## src/rtl/tiny_alu_cmd_sequencer.sv

```systemverilog
`default_nettype none
// ============================================================================
//  Module   : tiny_alu_pkg / tiny_alu_cmd_sequencer
//  Brief    : Command front-end for tiny_alu. Buffers requests in a FIFO,
//             issues them one at a time as start pulses, waits for done with
//             a timeout guard and returns tagged, in-order responses.
//  Revision : 1.0  initial release
// ============================================================================

package tiny_alu_pkg;
    localparam int OPCODE_BITS = 3;
endpackage

module tiny_alu_cmd_sequencer
    import tiny_alu_pkg::*;
#(
    parameter int DATA_W     = 8,
    parameter int TAG_W      = 4,
    parameter int FIFO_DEPTH = 4,
    parameter int TIMEOUT    = 15
) (
    input  logic                         clk_i,
    input  logic                         reset_n_i,
    input  logic                         cmd_valid_i,
    output logic                         cmd_ready_o,
    input  logic [OPCODE_BITS-1:0]       cmd_opcode_i,
    input  logic [DATA_W-1:0]            cmd_a_i,
    input  logic [DATA_W-1:0]            cmd_b_i,
    input  logic [TAG_W-1:0]             cmd_tag_i,
    output logic                         alu_start_o,
    output logic [OPCODE_BITS-1:0]       alu_opcode_o,
    output logic [DATA_W-1:0]            alu_a_o,
    output logic [DATA_W-1:0]            alu_b_o,
    input  logic [2*DATA_W-1:0]          alu_result_i,
    input  logic                         alu_done_i,
    output logic                         rsp_valid_o,
    input  logic                         rsp_ready_i,
    output logic [2*DATA_W-1:0]          rsp_result_o,
    output logic [TAG_W-1:0]             rsp_tag_o,
    output logic                         rsp_err_o,
    output logic                         busy_o,
    output logic [$clog2(FIFO_DEPTH):0]  fifo_level_o
);

    localparam int c_ptr_w   = $clog2(FIFO_DEPTH);
    localparam int c_lvl_w   = c_ptr_w + 1;
    localparam int c_entry_w = OPCODE_BITS + 2*DATA_W + TAG_W;
    localparam int c_cnt_w   = $clog2(TIMEOUT + 1);

    localparam logic [c_lvl_w-1:0] c_full_lvl    = c_lvl_w'(FIFO_DEPTH);
    localparam logic [c_cnt_w-1:0] c_timeout_cnt = c_cnt_w'(TIMEOUT);

    typedef enum logic [1:0] {
        S_IDLE  = 2'd0,
        S_ISSUE = 2'd1,
        S_WAIT  = 2'd2,
        S_RESP  = 2'd3
    } state_t;

    // ------------------------------------------------------------------
    // Command FIFO
    // ------------------------------------------------------------------
    logic [c_entry_w-1:0]   r_mem [FIFO_DEPTH];
    logic [c_ptr_w-1:0]     r_wr_ptr;
    logic [c_ptr_w-1:0]     r_rd_ptr;
    logic [c_lvl_w-1:0]     r_level;

    logic                   w_full;
    logic                   w_empty;
    logic                   w_push;
    logic                   w_pop;
    logic [c_entry_w-1:0]   w_push_entry;
    logic [c_entry_w-1:0]   w_head;

    logic [OPCODE_BITS-1:0] w_head_op;
    logic [DATA_W-1:0]      w_head_a;
    logic [DATA_W-1:0]      w_head_b;
    logic [TAG_W-1:0]       w_head_tag;

    assign w_full       = (r_level == c_full_lvl);
    assign w_empty      = (r_level == '0);
    // Ready is a pure function of occupancy; a same-cycle pop does not open it.
    assign w_push       = cmd_valid_i & ~w_full;
    assign w_push_entry = {cmd_opcode_i, cmd_a_i, cmd_b_i, cmd_tag_i};
    assign w_head       = r_mem[r_rd_ptr];
    assign {w_head_op, w_head_a, w_head_b, w_head_tag} = w_head;

    // Storage array: written on push, no reset needed since level gates reads.
    always_ff @(posedge clk_i) begin
        if (w_push) begin
            r_mem[r_wr_ptr] <= w_push_entry;
        end
    end

    // Pointers and occupancy; depth is a power of two so pointers wrap freely.
    always_ff @(posedge clk_i) begin
        if (!reset_n_i) begin
            r_wr_ptr <= '0;
            r_rd_ptr <= '0;
            r_level  <= '0;
        end else begin
            if (w_push) begin
                r_wr_ptr <= r_wr_ptr + c_ptr_w'(1);
            end
            if (w_pop) begin
                r_rd_ptr <= r_rd_ptr + c_ptr_w'(1);
            end
            case ({w_push, w_pop})
                2'b10:   r_level <= r_level + c_lvl_w'(1);
                2'b01:   r_level <= r_level - c_lvl_w'(1);
                default: r_level <= r_level;
            endcase
        end
    end

    // ------------------------------------------------------------------
    // Sequencer FSM
    // ------------------------------------------------------------------
    state_t                 r_state;
    state_t                 w_state_nxt;
    logic                   w_capture;
    logic                   w_timeout;

    logic [c_cnt_w-1:0]     r_cnt;
    logic [OPCODE_BITS-1:0] r_alu_opcode;
    logic [DATA_W-1:0]      r_alu_a;
    logic [DATA_W-1:0]      r_alu_b;
    logic [TAG_W-1:0]       r_tag;
    logic [2*DATA_W-1:0]    r_rsp_result;
    logic [TAG_W-1:0]       r_rsp_tag;
    logic                   r_rsp_err;

    // State register.
    always_ff @(posedge clk_i) begin
        if (!reset_n_i) begin
            r_state <= S_IDLE;
        end else begin
            r_state <= w_state_nxt;
        end
    end

    // Next state and per-state strobes; done is only honoured in WAIT and beats timeout.
    always_comb begin
        w_state_nxt = r_state;
        w_pop       = 1'b0;
        w_capture   = 1'b0;
        w_timeout   = 1'b0;
        case (r_state)
            S_IDLE: begin
                if (!w_empty) begin
                    w_pop       = 1'b1;
                    w_state_nxt = S_ISSUE;
                end
            end
            S_ISSUE: begin
                w_state_nxt = S_WAIT;
            end
            S_WAIT: begin
                if (alu_done_i) begin
                    w_capture   = 1'b1;
                    w_state_nxt = S_RESP;
                end else if (r_cnt == c_timeout_cnt) begin
                    w_timeout   = 1'b1;
                    w_state_nxt = S_RESP;
                end
            end
            S_RESP: begin
                if (rsp_ready_i) begin
                    w_state_nxt = S_IDLE;
                end
            end
            default: begin
                w_state_nxt = S_IDLE;
            end
        endcase
    end

    // Issue registers, timeout counter and response payload registers.
    always_ff @(posedge clk_i) begin
        if (!reset_n_i) begin
            r_cnt        <= '0;
            r_alu_opcode <= '0;
            r_alu_a      <= '0;
            r_alu_b      <= '0;
            r_tag        <= '0;
            r_rsp_result <= '0;
            r_rsp_tag    <= '0;
            r_rsp_err    <= 1'b0;
        end else begin
            if (w_pop) begin
                r_alu_opcode <= w_head_op;
                r_alu_a      <= w_head_a;
                r_alu_b      <= w_head_b;
                r_tag        <= w_head_tag;
            end
            if (r_state == S_ISSUE) begin
                r_cnt <= '0;
            end else if (r_state == S_WAIT) begin
                r_cnt <= r_cnt + c_cnt_w'(1);
            end
            if (w_capture) begin
                r_rsp_result <= alu_result_i;
                r_rsp_tag    <= r_tag;
                r_rsp_err    <= 1'b0;
            end else if (w_timeout) begin
                r_rsp_result <= '0;
                r_rsp_tag    <= r_tag;
                r_rsp_err    <= 1'b1;
            end
        end
    end

    assign cmd_ready_o  = ~w_full;
    assign alu_start_o  = (r_state == S_ISSUE);
    assign alu_opcode_o = r_alu_opcode;
    assign alu_a_o      = r_alu_a;
    assign alu_b_o      = r_alu_b;
    assign rsp_valid_o  = (r_state == S_RESP);
    assign rsp_result_o = r_rsp_result;
    assign rsp_tag_o    = r_rsp_tag;
    assign rsp_err_o    = r_rsp_err;
    assign busy_o       = (r_state != S_IDLE);
    assign fifo_level_o = r_level;

endmodule

`default_nettype wire

```

## config.mk

```make
export PLATFORM = sky130hd
export DESIGN_NAME = tiny_alu_cmd_sequencer
export DESIGN_NICKNAME = d
export VERILOG_FILES = /design/src/rtl/tiny_alu_cmd_sequencer.sv
export SDC_FILE = /design/constraint.sdc
export NUM_CORES = 1
export LEC_CHECK = 0
export CORE_MARGIN = 5
export CORE_UTILIZATION = 25
export CTS_CLUSTER_DIAMETER = 100
export DETAILED_ROUTE_END_ITERATION = 10
export PLACE_DENSITY = 0.5
export SKIP_CTS_REPAIR_TIMING = 1
export SLEW_MARGIN = 20
export SYNTH_ARGS = -nofsm -noshare
export SYNTH_HDL_FRONTEND = slang
export SYNTH_SLANG_ARGS = --single-unit
```

## constraint.sdc

```tcl
create_clock -name clk_i -period 2.94 [get_ports clk_i]
set_clock_uncertainty 0.2 [all_clocks]
set_input_delay 0.882 -clock clk_i [delete_from_list [all_inputs] [get_ports clk_i]]
set_output_delay 0.882 -clock clk_i [all_outputs]
set_load 0.01 [all_outputs]
```

# Word-level counts from Yosys, hierarchy flattened
# Memories as Yosys holds them, arrays and structs flattened. A register that Yosys moved wholly into a read port is not among the register bits.
# Index checks and enable logic that the tools add are counted.
[totals] reg_bits=34 mem_bits_rw=92 wordCells=55 n_memories=1
[classes] add_sub_neg=5 n_eq_ne=10 mux=19 n_bitwise=3 reduce_logical=9
[memory_table] memory="r_mem" words=4 word_bits=23 read_ports=1 rd_clocked_by_memory_dff=1 wr=1 line="63" source="logic [c_entry_w-1:0] r_mem [FIFO_DEPTH];"
[op_table] op="two-way mux 16 bit" n=2
[op_table] op="two-way mux 1 bit" n=9
[op_table] op="two-way mux 2 bit" n=4
[op_table] op="two-way mux 4 bit" n=2
[op_table] op="one-hot mux 2 bit (4 select lines)" n=1
[op_table] op="== test 2 bit, second input constant" n=3
[op_table] op="one-hot mux 3 bit (2 select lines)" n=1
[op_table] op="nonzero test 2 bit" n=3
[op_table] op="adder 2 x 1 -> 2 bit, second input constant" n=2
[op_table] op="adder 4 x 1 -> 4 bit, second input constant" n=1
[op_table] op="== test 2 x 1 -> 1 bit, second input constant" n=2
[op_table] op="== test 4 bit, second input constant" n=1
[op_table] op="OR reduction 2 bit" n=2
[op_table] op="adder 3 x 1 -> 3 bit, second input constant" n=1
[op_table] op="== test 3 bit, second input constant" n=1
[op_table] op="logical NOT 3 bit" n=1
[op_table] op="inequality test 3 bit, second input constant" n=1
[op_table] op="AND reduction 3 bit" n=1
[op_table] op="subtractor 3 x 1 -> 3 bit, second input constant" n=1
[op_table] op="logical NOT 2 bit" n=1
[op_table] op="inequality test 2 x 1 -> 1 bit, second input constant" n=1
[op_table] op="inequality test 2 bit, second input constant" n=1
[op_table] op="inverter 1 bit" n=2
[op_table] op="AND 1 bit" n=1
[op_table] op="logical NOT 1 bit" n=1

# Depth between registers and ports, before layout
# Gate-level depths: netlist of run 1.
[depth] ltp_word=6 mapped_depth=10

# Worst setup path after synthesis of run 1
# OpenSTA, ideal clock, no wires.
[synth_timing] path_type="input -> register" start="in cmd_valid_i" end="reg r_level[2], in the netlist fifo_level_o[2]" setup_ps=70 arrival_time_ps=2247 slack_ps=424 path_stages=8 path_buffers=1 path_cell_list="buf_1 -> nand2_1 -> ha_1 -> inv_1 -> fa_1 -> xor2_1 -> or3_1 -> a21oi_1"
[synth_via] elab_chain_len=3
[synth_lines] element="start: declaration" line="24" source="input logic cmd_valid_i,"
[synth_lines] element="AND 1 bit (*)" line="83" source="assign w_push = cmd_valid_i & ~w_full;"
[synth_lines] element="== test 2 x 1 -> 1 bit or == test 2 bit (tied branches)" line="108" source="case ({w_push, w_pop})"
[synth_lines] element="one-hot mux 3 bit (2 select lines) or nonzero test 2 bit (tied branches)"
[synth_lines] element="end signal: assignment" line="109" source="2'b10: r_level <= r_level + c_lvl_w'(1);"
[synth_lines] element="end signal: assignment" line="110" source="2'b01: r_level <= r_level - c_lvl_w'(1);"
[synth_lines] element="end signal: assignment" line="111" source="default: r_level <= r_level;"
[synth_lines] element="end: declaration" line="66" source="logic [c_lvl_w-1:0] r_level;"
# Every way passes the cells marked *; elsewhere a longest branch is shown, timed or not.
# A chain may end at the register's enable or synchronous reset.

# Worst setup path after layout of run 1
[layout_timing] start="reg r_level[0], in the netlist fifo_level_o[0]" end="out cmd_ready_o"
[layout_via] elab_chain_len=2
[layout_lines] element="== test 3 bit" line="80" source="assign w_full = (r_level == c_full_lvl);"
[layout_lines] element="inverter 1 bit" line="213" source="assign cmd_ready_o = ~w_full;"
[layout_lines] element="end: declaration" line="25" source="output logic cmd_ready_o,"
# Every way passes these cells.

==> key figures, run 1 <==
Status
  – Outcome: finished clean

Critical path
  – CP required: 1.86 ns
  – Crit. End Element: output pin
  – Largest fanout on the critical path: 10
  – Crit path kind: reg -> out
  – CP Launch Type: flip-flop
  – Worst Path Arrival: 1.78 ns
  – R2R cell count: 10

Power and ir drop
  – Sequential power share: 41.0%
  – Worst IR Drop VDD: 0.000344 V
  – Pleak: 0.00263 uW
  – Clock power share: 35.0%
  – Pwr dens: 880 nW/um2
  – Net Sw Frac: 26.9%
  – P_int: 4820 uW
  – P_sw: 1770 uW
  – Logic pwr share: 24.0%

Routing
  – Initial DRT Pass Iterations: 4
  – Via count: approximately 3100
  – WL final: 11900 um
  – Via density: roughly 4.3
  – Average wire per standard cell: 16.6 um
  – DRT iter0 DRCs: roughly 100
  – Number of remaining DRC errors: 0
  – Final ANT Viol Nets: 0

Clock network
  – Clock sink count: 149
  – Clock Pin Slew Worst Setup and Hold Paths: ~0.07 ns
  – H-tree depth: 4
  – Worst-Skew Late Latency: between 0.4 and 0.5 ns
  – TritonCTS clock tree: yes
  – Num CTS Buffers: 17
  – CTS root buf: clkbuf_16
  – Clk buf depth: 2

STA
  – Final setup fails: 0
  – Final Worst Setup Slack: 0.0778 ns
  – Max-slew violation count: 0
  – Final hold vios: 0
  – Period utilization: 97.4%
  – RSZ-0062 raised after global routing: false
  – Slew HR: 52.8%
  – Maximum clock frequency: 0.349 GHz
  – Slew @ Worst Pin: 0.708 ns
  – Period minus WS final: 2.86 ns

Synthesis
  – Mapped Area: 5570 um2
  – Synth Instances: 320
  – Top post-synthesis cells by area: edfxtp_1, dfxtp_1, mux4_2
  – Top cells by count, synth: edfxtp_1, dfxtp_1, a22o_1
  – Flops & latches, synth: around 150
  – Most frequent cell after synthesis: edfxtp_1
  – Sequential element share of the synthesized area: 70.0%
  – Syn nets: ~380
  – Synth area leader: edfxtp_1
  – Synth top area share: 49.6%
  – Post-synthesis async set-or-reset flop share: 0%
  – Synth warn: 0
  – Post-synth EDFFs: 92
  – Synth cell types: 41
  – Top FF cell, synth: edfxtp_1
  – Mean Syn Cell Area: 17.4 um2

Global route
  – Vias in the first global route: around 3300
  – GRT Total Usage: 9.59%
  – Pin count of the biggest net entering global routing: 25
  – First-pass GRT wire length: 18700 um
  – Grt total ovfl: 0
  – Initial antenna violation count: 1

Cells and area
  – Final instance area: 7500 um2
  – Fillcell total: roughly 2100
  – N_diodes: 0
  – Storage element area: 3910 um2
  – Layout cells sized above 1: between 15 and 20%
  – Final nets: 481
  – Area of the multi-input gates: 1500 um2
  – Layout area overhead: 34.5%

Place
  – Port Buffers: 90
  – Placer Congestion: about 0.74
  – Place WS: 0.0736 ns
  – Placed Area: 6860 um2
  – HPWL Detailed: 7520 um

Min path
  – Worst Hold Depth: 2
  – Worst min path class: reg -> reg

Die
  – Core Region: around 22000 um2
  – Die ar.: 25400 um2
  – Row cnt: 54
  – Initial Util: between 20% and 30%
  – Die W: 159 um
  – Io pins: 91
  – Die Y: 159 um

Run
  – Max Cap Viol: 0
## cells in the final DEF, fill, tap and decap left out, types with 2 or more instances in the layout
| cell | n |
|---|---|
| a21o_1 | 2 |
| a21oi_1 | 3 |
| a21oi_2 | 2 |
| a22o_1 | 35 |
| and3_1 | 5 |
| buf_12 | 5 |
| buf_4 | 9 |
| bufinv_16 | 4 |
| clkbuf_16 | 17 |
| clkdlybuf4s50_1 | 89 |
| clkinv_2 | 2 |
| clkinv_4 | 3 |
| dfxtp_1 | 55 |
| dfxtp_2 | 2 |
| edfxtp_1 | 92 |
| ha_1 | 11 |
| inv_1 | 11 |
| inv_6 | 4 |
| mux2i_1 | 6 |
| mux4_1 | 5 |
| mux4_2 | 18 |
| nand2_1 | 13 |
| nand3_1 | 3 |
| nand4_1 | 2 |
| nor2_1 | 9 |
| o2bb2ai_1 | 4 |
| xnor2_1 | 2 |
| xor2_1 | 5 |
## path summary, 6_finish.rpt
kind / to / start / slack, ns
worst max register to register: fifo_level_o[2]$_SDFFE_PN0P_ / r_state[1]$_SDFFE_PN0P_ / 0.51
worst min-delay path: rsp_tag_o[3]$_SDFFE_PN0P_ / r_tag[3]$_SDFFE_PN0P_ / 0.26
worst max-delay path: cmd_ready_o / fifo_level_o[0]$_SDFFE_PN0P_ / 0.08
worst min register to register: rsp_tag_o[3]$_SDFFE_PN0P_ / r_tag[3]$_SDFFE_PN0P_ / 0.26
## per-stage QoR
| stage | hold WS, ns | total power, uW | TNS [ns] | util (%) | instances |
|---|---|---|---|---|---|
| 3_3_place_gp | 0.253 | 4350 | 0 | 31.3 | 686 |
| 4_1_cts | 0.269 | 6700 | -0.0832 | 34.2 | 718 |
| 6_report | 0.261 | 6600 | 0 | 34.2 | 718 |
| 2_1_floorplan | 0.243 | 3660 | 0 | - | 320 |
| 3_5_place_dp | 0.263 | 4380 | 0 | 31.3 | 686 |
| 5_1_grt | 0.287 | 6930 | 0 | 34.2 | 718 |
## power by group through the flow
stage | sequential (uW) | combinational [uW] | clock [uW]
after global routing | 2740 | 1730 | 2460
final | 2700 | 1590 | 2310
after CTS | 2710 | 1640 | 2360
after detailed placement | 2750 | 1630 | 0
after global placement | 2740 | 1610 | 0
after floorplan | 2780 | 882 | 0
## cell type report
type / count / area share (%)
flip-flops and latches: 149 / 52.1
inverters: 11 / 0.551
clock buffers: 18 / 5.73
clock inverters: 14 / 2.65
multi-input cells: 142 / 20.0
well taps: 280 / 4.67
repair buffers: 104 / 14.3
## sequential cells by signal, indices dropped and copies added, names as in the netlist
| register | flops |
|---|---|
| r_mem | 92 |
| rsp_result_o | 16 |
| alu_a_o | 8 |
| alu_b_o | 8 |
| r_cnt | 4 |
| r_tag | 4 |
| rsp_tag_o | 4 |
| alu_opcode_o | 3 |
| fifo_level_o | 3 |
| r_rd_ptr | 2 |
| r_state | 2 |
| r_wr_ptr | 2 |
| rsp_err_o | 1 |
## worst max-delay path, stage by stage, from the launching register on
cell and delay, ns:
dfxtp_1 0.39, or3b_4 0.48, clkdlybuf4s50_1 0.50
## layer usage
metal	vias to the layer above	wire, um	track usage, %
met5	-	7	0
met4	2	185	4.30
li1	1462	-	-
met1	1543	5090	11.0
met3	14	685	3.55
met2	82	5940	16.0
## cells by family after synthesis
logic type,Yosys count,share of synthesized area (%)
AO/OA/AOI/OAI,54,8.24
XOR/XNOR,7,1.10
adder cells (fa/ha/maj),12,2.83
buffers and inverters,29,3.23
flip-flops,149,70.0
multiplexers,29,10.7
AND/OR/NAND/NOR,40,3.86
(Power assumes the default switching activity.)
==> inputs of run 2 (changes only) <==
--- a/config.mk
+++ b/config.mk
@@ -5,7 +5,7 @@
 export SDC_FILE = /design/constraint.sdc
 export NUM_CORES = 1
 export LEC_CHECK = 0
-export CORE_MARGIN = 5
+export CORE_MARGIN = 2
 export CORE_UTILIZATION = 25
 export CTS_CLUSTER_DIAMETER = 100
 export DETAILED_ROUTE_END_ITERATION = 10
==> run 2 against run 1 <==
- worst hold slack is essentially flat
- wire length shrank 1.6%
- register-to-register slack lost 0.02 ns
- fmax shrank 0.12%
- sequential share of layout area grew 0.61 points
- sequential power is essentially flat
- final area shrank 1.2%
- die area shrank 7.4%
- final cell count shrank 0.28%
- global-route usage grew 0.78 points
- via count shrank 0.13%
- largest power group unchanged
==> key figures, run 2 (synthesis results as in run 1) <==
Critical path
  – Critical Path, Cell by Cell: or3b_4 -> clkdlybuf4s50_1
  – CP Launch Type: flip-flop
  – Cell family with the largest share of critical-path delay: buffers and inverters
  – RR Endpoint: fifo_level_o[2]$_SDFFE_PN0P_
  – Largest fanout on the critical path: 10 (unchanged)
  – Crit. End Element: output pin
  – Worst Path Arrival: 1.78 ns (about the same)
  – CP required: 1.86 ns (about the same)
  – Slowest Stage Delay on Critical Path: 0.50 ns (about the same)
  – Worst r2r src: fifo_level_o[0]$_SDFFE_PN0P_
  – WP buf/inv: 1 (unchanged)
  – R2r setup slk: 0.49 ns (-0.02 ns)
  – CP max stage cell: clkdlybuf4s50_1
  – Crit path kind: reg -> out
  – R2R cell count: 8 (-2)

Cells and area
  – Most common cell after layout, fill and taps aside: edfxtp_1
  – Final nets: 479 (-0.42%)
  – Biggest register: r_mem
  – Final instance area: 7410 um2 (-1.2%)
  – Fillcell total: 2082 (-1.5%)
  – Storage element area: 3910 um2 (unchanged)
  – N_diodes: 0 (unchanged)
  – Core Util, Final: 34.0% (-0.29 points)
  – Area of the multi-input gates: 1500 um2 (unchanged)
  – Layout cells sized above 1: 16.3% (-0.38 points)
  – Commonest cells after routing, fill and taps aside: edfxtp_1, clkdlybuf4s50_1, dfxtp_1
  – Max reg flops: 92 (unchanged)
  – Layout area overhead: 32.9%

Power and ir drop
  – Logic pwr share: 25.0% (+1.0 points)
  – P_int: 4490 uW (-6.9%)
  – Pleak: 0.00258 uW (-1.6%)
  – Worst IR Drop VDD: 0.000345 V (+0.13%)
  – Net Sw Frac: 28.5% (+1.7 points)
  – Sequential power share: 43.2% (+2.2 points)
  – Clock power share: 31.8% (-3.2 points)
  – P_sw: 1790 uW (+1.1%)
  – Pwr dens: 848 nW/um2 (-3.7%)

Routing
  – WL final: 11700 um (-1.6%)
  – Number of remaining DRC errors: 0 (unchanged)
  – Initial DRT Pass Iterations: 4 (unchanged)
  – Via density: 4.33 (+0.15%)
  – DRT iter0 DRCs: 114 (+16%)
  – Via count: 3099 (-0.13%)
  – Final ANT Viol Nets: 0 (unchanged)
  – Average wire per standard cell: 16.4 um (-1.3%)

Place
  – Port Buffers: 90 (unchanged)
  – Placed Area: 6860 um2 (about the same)
  – Place WS: 0.0567 ns (-0.0169 ns)
  – Placer Congestion: 0.700 (-5.6%)
  – HPWL Detailed: 7110 um (-5.3%)

Global route
  – Pin count of the biggest net entering global routing: 25 (unchanged)
  – Grt total ovfl: 0 (unchanged)
  – GRT Total Usage: 10.4% (+0.78 points)
  – First-pass GRT wire length: 18300 um (-2.1%)
  – Initial antenna violation count: 0 (-1)
  – Vias in the first global route: 3258 (-0.91%)

STA
  – Period minus WS final: 2.87 ns (+0.00330 ns)
  – Final Worst Setup Slack: 0.0745 ns (-0.00330 ns)
  – Slew HR: 51.7% (-1.1 points)
  – Maximum clock frequency: 0.349 GHz (-0.12%)
  – Final hold vios: 0 (unchanged)
  – WHS: 0.262 ns (+0.000433 ns)
  – Final setup fails: 0 (unchanged)
  – Period utilization: 97.5% (+0.11 points)
  – RSZ-0062 raised after global routing: false
  – Max-slew violation count: 0 (unchanged)
  – Slew @ Worst Pin: 0.725 ns (+0.0171 ns)

Clock network
  – CTS root buf: clkbuf_16
  – Clock Pin Slew Worst Setup and Hold Paths: 0.06 ns (about the same)
  – Clock sink count: 149 (unchanged)
  – TritonCTS clock tree: yes
  – Clk buf depth: 2 (unchanged)
  – Num CTS Buffers: 17 (unchanged)
  – Worst-Skew Late Latency: 0.41 ns (about the same)
  – H-tree depth: 4 (unchanged)

Min path
  – Worst min path class: reg -> reg
  – Worst Hold Launch: r_tag[1]$_SDFFE_PN0P_
  – Worst Hold Depth: 2 (unchanged)
  – Hold Path End: rsp_tag_o[1]$_SDFFE_PN0P_

Die
  – Core Region: 21800 um2 (-0.31%)
  – Die Y: 153 um (-3.8%)
  – Io pins: 91 (unchanged)
  – Row cnt: 54 (unchanged)
  – Die W: 153 um (-3.8%)
  – Initial Util: 25.5% (+0.079 points)
  – Die ar.: 23500 um2 (-7.4%)

Run
  – Max Cap Viol: 0 (unchanged)

Status
  – Outcome: finished clean
## run 2: cell types whose count changed in the layout (fill, tap and decap cells not counted), sizes merged
cell and change:
buf -2, bufinv -4, inv +4, clkinv +1, clkbuf -1
## run 2: area by class of cell
class                   instances  area share, %
flip-flops and latches        149           52.7
multi-input cells             142           20.2
repair buffers                102           14.4
clock buffers                  17           5.74
well taps                     280           4.73
clock inverters                15           1.60
inverters                      11          0.557
## run 2: routing by layer
metal	vias to the layer above	part of all wire, %	wire (um)	GRT usage, %
met1	1552	44	5150	12.0
met2	80	49	5780	17.6
met5	-	0	0	0
li1	1460	-	-	-
met3	7	5.6	652	4.08
met4	0	1.1	130	3.44
## run 2: metrics by stage
step,cells,TNS [ns],power (uW)
after CTS,716,-0.0860,6390
after global routing,716,0,6610
after floorplan,320,0,3660
after global placement,684,0,4340
after detailed placement,684,0,4370
final,716,0,6280
## run 2: worst max-delay path by stage
stage / from / endpoint / slack (ns) / cells after the start
after floorplan: cmd_valid_i / fifo_level_o[2]$_SDFFE_PN0P_ / 0.42 / 8
after global placement: cmd_valid_i / fifo_level_o[2]$_SDFFE_PN0P_ / 0.13 / 8
after detailed placement: cmd_valid_i / fifo_level_o[2]$_SDFFE_PN0P_ / 0.06 / 8
after CTS: fifo_level_o[2]$_SDFFE_PN0P_ / cmd_ready_o / -0.09 / 2
after global routing: fifo_level_o[0]$_SDFFE_PN0P_ / cmd_ready_o / 0.01 / 2
final: fifo_level_o[0]$_SDFFE_PN0P_ / cmd_ready_o / 0.07 / 2
## run 2: power groups by stage
| stage | combinational [uW] | clock (uW) | sequential (uW) |
|---|---|---|---|
| 6_report | 1570 | 2000 | 2710 |
| 5_1_grt | 1720 | 2140 | 2750 |
| 4_1_cts | 1620 | 2050 | 2720 |
| 3_5_place_dp | 1610 | 0 | 2760 |
| 3_3_place_gp | 1590 | 0 | 2750 |
| 2_1_floorplan | 882 | 0 | 2780 |
## run 2: worst min-delay path: cells and delay by family, from the launching register on
family	cells	cell delay [ns]
DFF	1	0.30
muxes	1	0.06
and+or+nand+nor	1	0.06
